===== src/rtl/axi_lite_slave.sv =====
// AXI4-lite slave bridging a single outstanding transaction onto a simple
// strobe-based user register port (write: rdy/ack, read: req/rdy).
module axi_lite_slave #(
   parameter int ADDR_WIDTH   = 32,
   parameter int DATA_WIDTH   = 32,
   parameter int STROBE_WIDTH = DATA_WIDTH / 8
) (
   input  logic                    clk,
   input  logic                    rst,
   input  logic                    i_awvalid,
   input  logic [ADDR_WIDTH-1:0]   i_awaddr,
   output logic                    o_awready,
   input  logic                    i_wvalid,
   output logic                    o_wready,
   input  logic [STROBE_WIDTH-1:0] i_wstrb,
   input  logic [DATA_WIDTH-1:0]   i_wdata,
   output logic                    o_bvalid,
   input  logic                    i_bready,
   output logic [1:0]              o_bresp,
   input  logic                    i_arvalid,
   output logic                    o_arready,
   input  logic [ADDR_WIDTH-1:0]   i_araddr,
   output logic                    o_rvalid,
   input  logic                    i_rready,
   output logic [1:0]              o_rresp,
   output logic [DATA_WIDTH-1:0]   o_rdata,
   output logic [ADDR_WIDTH-1:0]   o_reg_address,
   input  logic                    i_reg_invalid_addr,
   output logic                    o_reg_in_rdy,
   input  logic                    i_reg_in_ack_stb,
   output logic [DATA_WIDTH-1:0]   o_reg_in_data,
   output logic                    o_reg_out_req,
   input  logic                    i_reg_out_rdy_stb,
   input  logic [DATA_WIDTH-1:0]   i_reg_out_data
);

   typedef enum logic [2:0] {
      IDLE,
      WR_COLLECT,
      WR_REG,
      WR_RESP,
      RD_REG,
      RD_RESP
   } stateType;

   stateType                state_q, state_d;
   logic                    awBuf_q, awBuf_d;
   logic                    wBuf_q, wBuf_d;
   logic [ADDR_WIDTH-1:0]   addr_q, addr_d;
   logic [DATA_WIDTH-1:0]   wData_q, wData_d;
   logic [DATA_WIDTH-1:0]   rData_q, rData_d;
   logic [1:0]              bResp_q, bResp_d;
   logic [1:0]              rResp_q, rResp_d;

   // Full-word writes only, so the strobes are intentionally discarded.
   logic unusedWstrb;
   assign unusedWstrb = ^i_wstrb;

   always_ff @(posedge clk or negedge rst) begin
      if (!rst) begin
         state_q <= IDLE;
         awBuf_q <= 1'b0;
         wBuf_q  <= 1'b0;
         addr_q  <= '0;
         wData_q <= '0;
         rData_q <= '0;
         bResp_q <= 2'b00;
         rResp_q <= 2'b00;
      end else begin
         state_q <= state_d;
         awBuf_q <= awBuf_d;
         wBuf_q  <= wBuf_d;
         addr_q  <= addr_d;
         wData_q <= wData_d;
         rData_q <= rData_d;
         bResp_q <= bResp_d;
         rResp_q <= rResp_d;
      end
   end

   // The address register is shared: writes and reads never overlap.
   always_comb begin
      state_d = state_q;
      awBuf_d = awBuf_q;
      wBuf_d  = wBuf_q;
      addr_d  = addr_q;
      wData_d = wData_q;
      rData_d = rData_q;
      bResp_d = bResp_q;
      rResp_d = rResp_q;
      case (state_q)
         IDLE, WR_COLLECT: begin
            if (o_awready && i_awvalid) begin
               awBuf_d = 1'b1;
               addr_d  = i_awaddr;
            end
            if (o_wready && i_wvalid) begin
               wBuf_d  = 1'b1;
               wData_d = i_wdata;
            end
            if (awBuf_d && wBuf_d) begin
               state_d = WR_REG;
            end else if (awBuf_d || wBuf_d) begin
               state_d = WR_COLLECT;
            end else if (o_arready && i_arvalid) begin
               addr_d  = i_araddr;
               state_d = RD_REG;
            end
         end
         WR_REG: begin
            if (i_reg_in_ack_stb) begin
               bResp_d = i_reg_invalid_addr ? 2'b10 : 2'b00;
               state_d = WR_RESP;
            end
         end
         WR_RESP: begin
            if (i_bready) begin
               awBuf_d = 1'b0;
               wBuf_d  = 1'b0;
               state_d = IDLE;
            end
         end
         RD_REG: begin
            if (i_reg_out_rdy_stb) begin
               rData_d = i_reg_out_data;
               rResp_d = i_reg_invalid_addr ? 2'b10 : 2'b00;
               state_d = RD_RESP;
            end
         end
         RD_RESP: begin
            if (i_rready) begin
               state_d = IDLE;
            end
         end
         default: state_d = IDLE;
      endcase
   end

   // Readies are gated by reset so every output reads zero while held in reset.
   always_comb begin
      o_awready     = 1'b0;
      o_wready      = 1'b0;
      o_arready     = 1'b0;
      o_bvalid      = 1'b0;
      o_rvalid      = 1'b0;
      o_reg_in_rdy  = 1'b0;
      o_reg_out_req = 1'b0;
      o_bresp       = bResp_q;
      o_rresp       = rResp_q;
      o_rdata       = rData_q;
      o_reg_address = addr_q;
      o_reg_in_data = wData_q;
      if (rst) begin
         o_awready     = (state_q == IDLE || state_q == WR_COLLECT) && !awBuf_q;
         o_wready      = (state_q == IDLE || state_q == WR_COLLECT) && !wBuf_q;
         o_arready     = (state_q == IDLE) && !awBuf_q && !wBuf_q && !i_awvalid && !i_wvalid;
         o_bvalid      = (state_q == WR_RESP);
         o_rvalid      = (state_q == RD_RESP);
         o_reg_in_rdy  = (state_q == WR_REG);
         o_reg_out_req = (state_q == RD_REG);
      end
   end

endmodule


===== config.mk =====
export PLATFORM = sky130hd
export DESIGN_NAME = axi_lite_slave
export DESIGN_NICKNAME = d
export VERILOG_FILES = /design/src/rtl/axi_lite_slave.sv
export SDC_FILE = /design/constraint.sdc
export NUM_CORES = 1
export LEC_CHECK = 0
export ABC_CLOCK_PERIOD_IN_PS = 5100
export CORE_ASPECT_RATIO = 2
export CORE_MARGIN = 1.5
export CORE_UTILIZATION = 35
export DETAILED_ROUTE_END_ITERATION = 6
export PLACE_DENSITY = 0.81
export REMOVE_ABC_BUFFERS = 1
export SETUP_SLACK_MARGIN = 0.2
export SLEW_MARGIN = 20
export SYNTH_ARGS = -nofsm -noshare
export SYNTH_HDL_FRONTEND = slang
export SYNTH_SLANG_ARGS = --single-unit

===== constraint.sdc =====
create_clock -name clk -period 5.1 [get_ports clk]
set_input_delay 1.02 -clock clk [delete_from_list [all_inputs] [get_ports clk]]
set_output_delay 1.02 -clock clk [all_outputs]
set_load 0.02 [all_outputs]

==> impl_metrics.tcl, run 1 <==
set metrics [dict create \
    outcome "complete, no violations" \
    crit_path_max_fanout 4 \
    drcViolationCount 0 \
    timing.slew.headroom_pct 27.9 \
    wl_per_cell_um 17.9 \
    areaGrowthSynthToFinish_pct 65.0 \
    critPathLaunchType "primary input" \
    final_min_period_over_clock_period_pct 74.9 \
    hold_buffers 0 \
    post_cts_resize_count 0 \
    cp.required_ps 4080 \
    hold-path-cell-count 1 \
    worstSkewPairLatency_ps 340 \
    hold_path_startpoint "o_reg_in_data[12]$_DFFE_PN0P_" \
    cts.sink_count 103 \
    postRouteWirelength_um 13000 \
    hold_path_class "reg2reg" \
    grt_max_degree 65 \
    post-route-min-period_ps 3820 \
    cp.arrival_ps 2800 \
    r2r-end "o_reg_address[24]$_DFFE_PN0P_" \
    setup.worst_path.class "in2out" \
    final.setup.tns_ps 0 \
    drt_first_pass_iters 4 \
    post_cts.repair.setup_buffers 0 \
    number_of_antenna_violations_at_the_first_check_in_global_routing 1 \
    grt_first_pass_wirelength_um 19500 \
    tritoncts.num_buffers 9 \
    gr-max-usage-layer "met2" \
    hold-path-endpoint "o_reg_in_data[12]$_DFFE_PN0P_" \
    worst_slew_pin_slew_ps 1080 \
    floorplan.rows 57 \
    synth_seq_cells 103 \
    ctsRootBufferMaster "clkbuf_16" \
    synth.lib_cells_used.distinct 26 \
    post_route_skew_ps 13.1 \
    n_fill_cell 1004 \
    max_freq_ghz 0.262 \
    r2r-start "state_q[2]$_DFFE_PN0P_" \
    final_hold_viol_count 0 \
    port-buffer-count 242 \
    maxCapViolCount 0 \
    gr-usage-all-layers_pct 20.2 \
    ant_nets 0 \
    die_area_mm2 0.0131 \
    routabilityCongestion 0.823 \
    die_w_um 81.7 \
    report.final.slew_viol_count 0 \
    synth_xor_xnor_area_share_pct 0 \
    finish.utilization_pct 59.0 \
    end_kind "primary output" \
    mostFrequentLayoutCells "clkdlybuf4s50_1 (241), dfrtp_1 (103), mux2_2 (67)" \
    drive_above_1_share_pct 16.0 \
    cts_tree "yes" \
    grt_use_met3_pct 5.74 \
    floorplan.initialDensity_pct 35.7 \
    grt_pass1_vias 3845 \
    core_area_mm2 0.0121 \
    synth.mux.area_fraction_pct 24.8 \
    detailedRoute.firstIterationViolations 138 \
    post_drt_via_cell_ratio 4.90 \
    netlist_area_pre_place_mm2 0.00433 \
    power.static_leakage_nw 3.10 \
    globalRouteMet1Util_pct 20.5 \
    finalNetCount 715 \
    place.detailed.hpwl_um 9850 \
    met2_usage_pct 34.4 \
    synth_seq_area_share_pct 59.5 \
    syn_avg_cell_area_um2 13.0 \
    clkTransAtPathRegs_ps 60 \
    mostFrequentLayoutCell "clkdlybuf4s50_1" \
    synth_compound_area_share_pct 5.54 \
    synth_simple_gate_area_share_pct 6.58 \
    worst_ir_drop_vdd_mv 0.338 \
    ctsHtreeMaxLevel 3 \
    io_pins 249 \
    synth_area_in_adders_pct 0.578 \
    global_route.overflow_total 0 \
    netlist_instances 333 \
    routed-via-count 3546 \
    report.final.setup_viol 0 \
    r2r_slack_ps 2610 \
    power.density_mw_per_mm2 552 \
    ctsLongestPathBuffers 2 \
    rsz_0062_raised_after_global_routing "no" \
    synthesis.yosys.warnings 0 \
    die_height_um 160 \
    synth_top_family_by_area "multiplexers" \
    worst-r2r-cell-count 8 \
]
-- Yosys cell counts --
library cell / n / area share, %
dfrtp_1: 103 / 59
mux2_2: 67 / 17
nand2_1: 40 / 3.5
o21ai_0: 34 / 3.9
mux2i_1: 32 / 7.4
buf_2: 12 / 1.4
nor2_1: 6 / 0.52
a21oi_1: 5 / 0.58
buf_4: 5 / 0.87
and2_1: 3 / 0.43
inv_1: 3 / 0.26
a21o_1: 2 / 0.35
clkbuf_1: 2 / 0.17
clkbuf_2: 2 / 0.23
ha_1: 2 / 0.58
nand2b_1: 2 / 0.29
nand3b_1: 2 / 0.35
o211ai_1: 2 / 0.35
o31ai_1: 2 / 0.35
conb_1: 1 / 0.087
nand3_1: 1 / 0.12
nor4_4: 1 / 0.49
nor4b_1: 1 / 0.20
or3_1: 1 / 0.14
or4_4: 1 / 0.26
or4b_4: 1 / 0.32
-- logic make-up (layout without fill, tap and decap cells) --
family	Yosys count	in the layout
other cells	1	3
buf+inv	24	266
mux	99	99
simple gates	59	59
compound gates	45	45
fa+ha+maj	2	2
flops	103	103
-- per-stage QoR --
stage | cell area (µm²) | cells | hold WS [ps] | total power [mW] | setup WS [ps]
final | 7150 | 724 | 503 | 3.95 | 1280
after global routing | 7150 | 724 | 520 | 4.16 | 1230
after CTS | 7150 | 723 | 507 | 4.00 | 1290
after detailed placement | 6870 | 707 | 492 | 3.32 | 1290
after global placement | 6870 | 707 | 488 | 3.26 | 1330
after floorplan | 4220 | 313 | 510 | 2.30 | 1430
-- layout make-up --
class	instances	area [µm²]	share of cell area, %
timing repair buffer	247	2460	34.4
multi-input combinational	207	1640	22.9
inverter	3	11.3	0.157
clock buffer	11	243	3.39
tap	147	184	2.57
antenna	1	2.50	0.0350
sequential	103	2580	36.0
clock inverter	5	40.0	0.560
-- report_power, final --
group	total [mW]	leakage, nW	switching, mW	internal, mW
combinational	1.90	1.72	0.903	1.00
sequential	1.39	1.25	0.206	1.18
clock	0.656	0.129	0.308	0.349
-- per-layer routing --
layer  vias up  routed length (µm)  part of all wire (%)
li1       1632                   -                     -
met2       172                6820                    53
met1      1695                4600                    36
met3        47                 772                   6.0
met5         -                   0                     0
met4         0                 762                   5.9
-- critical path: stages --
cell             delay, ps
clkdlybuf4s50_1        470
or4_4                  580
nor2_1                 110
clkdlybuf4s50_1        610
-- flip-flops by register name, indices dropped and copies added, names as in the netlist --
| signal | cells |
|---|---|
| o_bresp | 1 |
| o_reg_in_data | 32 |
| wBuf_q | 1 |
| o_rresp | 1 |
| awBuf_q | 1 |
| o_rdata | 32 |
| o_reg_address | 32 |
| state_q | 3 |
-- worst max path at each step --
stage | slack, ps | endpoint | startpoint
after floorplan | 1430 | o_reg_address[0]$_DFFE_PN0P_ | rst
after global placement | 1330 | o_arready | i_awvalid
after detailed placement | 1290 | o_arready | i_awvalid
after CTS | 1290 | o_arready | i_awvalid
after global routing | 1230 | o_arready | i_awvalid
final | 1280 | o_arready | i_awvalid
(Power assumes the default switching activity.)
==> inputs of run 2 (changes only) <==
- ABC_CLOCK_PERIOD_IN_PS: 5100 -> 3840
- clock period: 5.1 -> 3.84 ns (I/O delays scaled with it)
==> impl_metrics.tcl, run 2 (synthesis results as in run 1) <==
set metrics [dict create \
    p_int_mw 3.43 \
    design_area_mm2 0.00718 \
    hold_buffers 0 \
    worst_slew_pin_slew_ps 1020 \
    power.static_leakage_nw 3.12 \
    routabilityCongestion 0.812 \
    number_of_antenna_violations_at_the_first_check_in_global_routing 0 \
    critPathLaunchType "primary input" \
    ctsHtreeMaxLevel 3 \
    report.final.setup_viol 0 \
    grt_first_pass_wirelength_um 19400 \
    drive_above_1_share_pct 15.8 \
    pwr-share-clk_pct 17.4 \
    grt_max_degree 65 \
    outcome "complete, no violations" \
    clkTransAtPathRegs_ps 60 \
    drcViolationCount 0 \
    post_cts.repair.setup_buffers 0 \
    ant_nets 0 \
    wl_per_cell_um 17.7 \
    drt_first_pass_iters 4 \
    gr-usage-all-layers_pct 19.9 \
    sw_frac_of_total_pct 35.4 \
    final_hold_viol_count 0 \
    cp.arrival_ps 2530 \
    post_drt_via_cell_ratio 4.85 \
    final.setup.tns_ps 0 \
    core_area_mm2 0.0121 \
    worst-r2r-cell-count 5 \
    finalNetCount 715 \
    io_pins 249 \
    postRouteWirelength_um 12800 \
    port-buffer-count 242 \
    maxCapViolCount 0 \
    r2r_slack_ps 1440 \
    cp.required_ps 3070 \
    cts.sink_count 103 \
    areaGrowthSynthToFinish_pct 65.7 \
    r2r-end "o_reg_address[19]$_DFFE_PN0P_" \
    floorplan.rows 57 \
    mostFrequentLayoutCells "clkdlybuf4s50_1 (241), dfrtp_1 (103), mux2_2 (67)" \
    r2r-start "state_q[1]$_DFFE_PN0P_" \
    mostFrequentLayoutCell "clkdlybuf4s50_1" \
    antenna-diode-count 0 \
    report.final.slew_viol_count 0 \
    timing.slew.headroom_pct 32.1 \
    die_w_um 81.7 \
    worstSkewPairLatency_ps 340 \
    die_height_um 160 \
    die_area_mm2 0.0131 \
    tritoncts.num_buffers 9 \
    ctsLongestPathBuffers 2 \
    crit_path_max_fanout 4 \
    worst_ir_drop_vdd_mv 0.493 \
    post_cts_resize_count 0 \
    rsz_0062_raised_after_global_routing "no" \
    global_route.overflow_total 0 \
    final_min_period_over_clock_period_pct 85.8 \
    ctsRootBufferMaster "clkbuf_16" \
    power.density_mw_per_mm2 739 \
    post-route-min-period_ps 3290 \
    max_freq_ghz 0.304 \
    post_route_skew_ps 14.3 \
    end_kind "primary output" \
    sequentialPowerShare_pct 34.8 \
    setup.worst_path.class "in2out" \
    placed_area_mm2 0.00688 \
    floorplan.initialDensity_pct 35.7 \
    hold_path_class "in2async" \
    place.detailed.hpwl_um 9770 \
    grt_pass1_vias 3867 \
    routed-via-count 3504 \
    power.switching_mw 1.88 \
    detailedRoute.firstIterationViolations 91 \
    power.combinational.fraction_pct 47.8 \
    cts_tree "yes" \
]
run 2: metrics by stage:
step / power [mW] / hold slack, ps / utilization (%) / instances / setup slack, ps
5_1_grt: 5.58 / 217 / 59.2 / 723 / 507
3_3_place_gp: 4.32 / 487 / 56.7 / 707 / 566
4_1_cts: 5.36 / 218 / 59.2 / 723 / 544
3_5_place_dp: 4.42 / 493 / 56.7 / 707 / 550
6_report: 5.30 / 228 / 59.2 / 723 / 546
2_1_floorplan: 3.05 / 472 / - / 313 / 424
run 2: area by class of cell:
type	instances	area, µm²
clock inverter	4	55.1
tap	147	184
sequential	103	2580
clock buffer	12	246
fill	1020	4940
timing repair buffer	247	2470
inverter	3	11.3
multi-input combinational	207	1640
run 2: power groups by stage:
stage | Clock (mW) | Sequential [mW] | Combinational, mW
after floorplan | 0 | 2.42 | 0.635
after global placement | 0 | 1.83 | 2.49
after detailed placement | 0 | 1.87 | 2.55
after CTS | 0.948 | 1.85 | 2.56
after global routing | 0.991 | 1.91 | 2.68
final | 0.921 | 1.85 | 2.54
run 2: how the worst max path moves through the flow:
| stage | start | cells after the start | slack [ps] | to |
|---|---|---|---|---|
| 2_1_floorplan | rst | 7 | 420 | o_reg_address[0]$_DFFE_PN0P_ |
| 5_1_grt | i_awvalid | 4 | 510 | o_arready |
| 3_3_place_gp | i_awvalid | 4 | 570 | o_arready |
| 3_5_place_dp | i_awvalid | 4 | 550 | o_arready |
| 6_report | i_awvalid | 4 | 550 | o_arready |
| 4_1_cts | i_awvalid | 4 | 540 | o_arready |
run 2: worst max-delay path: stages:
cell,delay (ps)
clkdlybuf4s50_1,460
or4_4,580
nor2_1,110
clkdlybuf4s50_1,610
run 2: metal layers:
metal,GRT usage (%),vias to the layer above,part of all wire (%)
li1,-,1633,-
met1,20.5,1682,35
met2,35.0,150,53
met3,5.00,39,6.4
met4,11.2,0,5.1
met5,0,-,0
==> inputs of run 3 (changes only) <==
- CORE_ASPECT_RATIO: 2 -> 1.2
==> impl_metrics.tcl, run 3 (synthesis results as in run 1) <==
set metrics [dict create \
    final.setup.tns_ps 0 \
    final_min_period_over_clock_period_pct 86.7 \
    drt_first_pass_iters 4 \
    total_power_mw 5.22 \
    post_drt_via_cell_ratio 4.74 \
    global_route.overflow_total 0 \
    areaGrowthSynthToFinish_pct 65.4 \
    end_kind "primary output" \
    r2r_slack_ps 1350 \
    worst_ir_drop_vdd_mv 0.444 \
    io_pins 249 \
    critPathLaunchType "primary input" \
    setup.worst_path.class "in2out" \
    drive_above_1_share_pct 16.1 \
    drcViolationCount 0 \
    mostFrequentLayoutCells "clkdlybuf4s50_1 (241), dfrtp_1 (103), mux2_2 (67)" \
    r2r-end "o_reg_address[26]$_DFFE_PN0P_" \
    finalNetCount 715 \
    grt_pass1_vias 3768 \
    worstSkewPairLatency_ps 340 \
    worst-r2r-cell-count 5 \
    final_hold_viol_count 0 \
    timing.slew.headroom_pct 28.8 \
    power.density_mw_per_mm2 729 \
    ctsLongestPathBuffers 2 \
    rsz_0062_raised_after_global_routing "no" \
    wl_per_cell_um 16.5 \
    report.final.slew_viol_count 0 \
    ant_nets 0 \
    die_area_mm2 0.0131 \
    max_freq_ghz 0.300 \
    r2r-start "state_q[2]$_DFFE_PN0P_" \
    gr-usage-all-layers_pct 18.9 \
    fin_hold_ws_ps 303 \
    mostFrequentLayoutCell "clkdlybuf4s50_1" \
    post_cts_resize_count 0 \
    worst_slew_pin_slew_ps 1060 \
    detailedRoute.firstIterationViolations 117 \
    power.static_leakage_nw 3.11 \
    n_fill_cell 1042 \
    port-buffer-count 242 \
    worstSetupEndpoint "o_arready" \
    floorplan.rows 44 \
    cp.required_ps 3070 \
    clkTransAtPathRegs_ps 70 \
    post-route-min-period_ps 3330 \
    cts.sink_count 103 \
    cts_tree "yes" \
    grt_first_pass_wirelength_um 19200 \
    numPlacedInstances 721 \
    crit_path_max_fanout 4 \
    cp.arrival_ps 2560 \
    number_of_antenna_violations_at_the_first_check_in_global_routing 0 \
    place.detailed.hpwl_um 9130 \
    outcome "complete, no violations" \
    ctsHtreeMaxLevel 3 \
    grt_max_degree 65 \
    die_w_um 105 \
    hold_buffers 0 \
    floorplan.initialDensity_pct 35.8 \
    report.final.setup_viol 0 \
    maxCapViolCount 0 \
    postRouteWirelength_um 12200 \
    design_area_mm2 0.00717 \
    ctsRootBufferMaster "clkbuf_16" \
    core_area_mm2 0.0121 \
    placed_area_mm2 0.00688 \
    cp-startpoint "i_awvalid" \
    tritoncts.num_buffers 9 \
    routed-via-count 3490 \
    hold_path_class "in2async" \
    routabilityCongestion 0.802 \
    post_cts.repair.setup_buffers 0 \
    post_route_skew_ps 9.33 \
    post_layout_nonfiller_instances 737 \
    die_height_um 125 \
    antenna-diode-count 0 \
]
-- run 3: layout make-up --
cell class | instances | area (µm²) | area share, %
clock buffers | 10 | 239 | 3.34
clock inverters | 6 | 43.8 | 0.611
inverters | 3 | 11.3 | 0.157
multi-input cells | 207 | 1640 | 22.8
flip-flops and latches | 103 | 2580 | 36.0
well taps | 161 | 201 | 2.81
repair buffers | 247 | 2460 | 34.3
-- run 3: critical path, cell delays in order --
cell and delay (ps):
clkdlybuf4s50_1 460, or4_4 580, nor2_1 110, clkdlybuf4s50_1 640
-- run 3: how the worst min path moves through the flow --
stage | from | endpoint | slack, ps | cells after the start
finish | rst | o_rdata[31]$_DFFE_PN0P_ | 300 | 1
global route | rst | o_rdata[31]$_DFFE_PN0P_ | 310 | 1
floorplan | rst | awBuf_q$_DFFE_PN0P_ | 470 | 0
detailed placement | o_reg_in_data[14]$_DFFE_PN0P_ | o_reg_in_data[14]$_DFFE_PN0P_ | 490 | 1
CTS | rst | o_rdata[31]$_DFFE_PN0P_ | 300 | 1
global placement | o_reg_in_data[4]$_DFFE_PN0P_ | o_reg_in_data[4]$_DFFE_PN0P_ | 490 | 1
-- run 3: per-layer routing --
layer  part of all wire [%]  vias up  GRT usage (%)
met5                      0        -              0
met4                    3.4        0           8.70
met3                    7.9       30           6.38
met2                     52      147           33.4
met1                     37     1685           20.0
li1                       -     1628              -
-- run 3: report_power, final --
group / switching [mW] / internal, mW
registers: 0.280 / 1.57
clock network: 0.404 / 0.461
logic: 1.18 / 1.33
-- run 3: metrics by stage --
step                      setup slack, ps  utilization [%]
final                                 512             59.2
after CTS                             513             59.2
after global placement                522             56.8
after global routing                  440             59.2
after detailed placement              515             56.8
after floorplan                       424                -
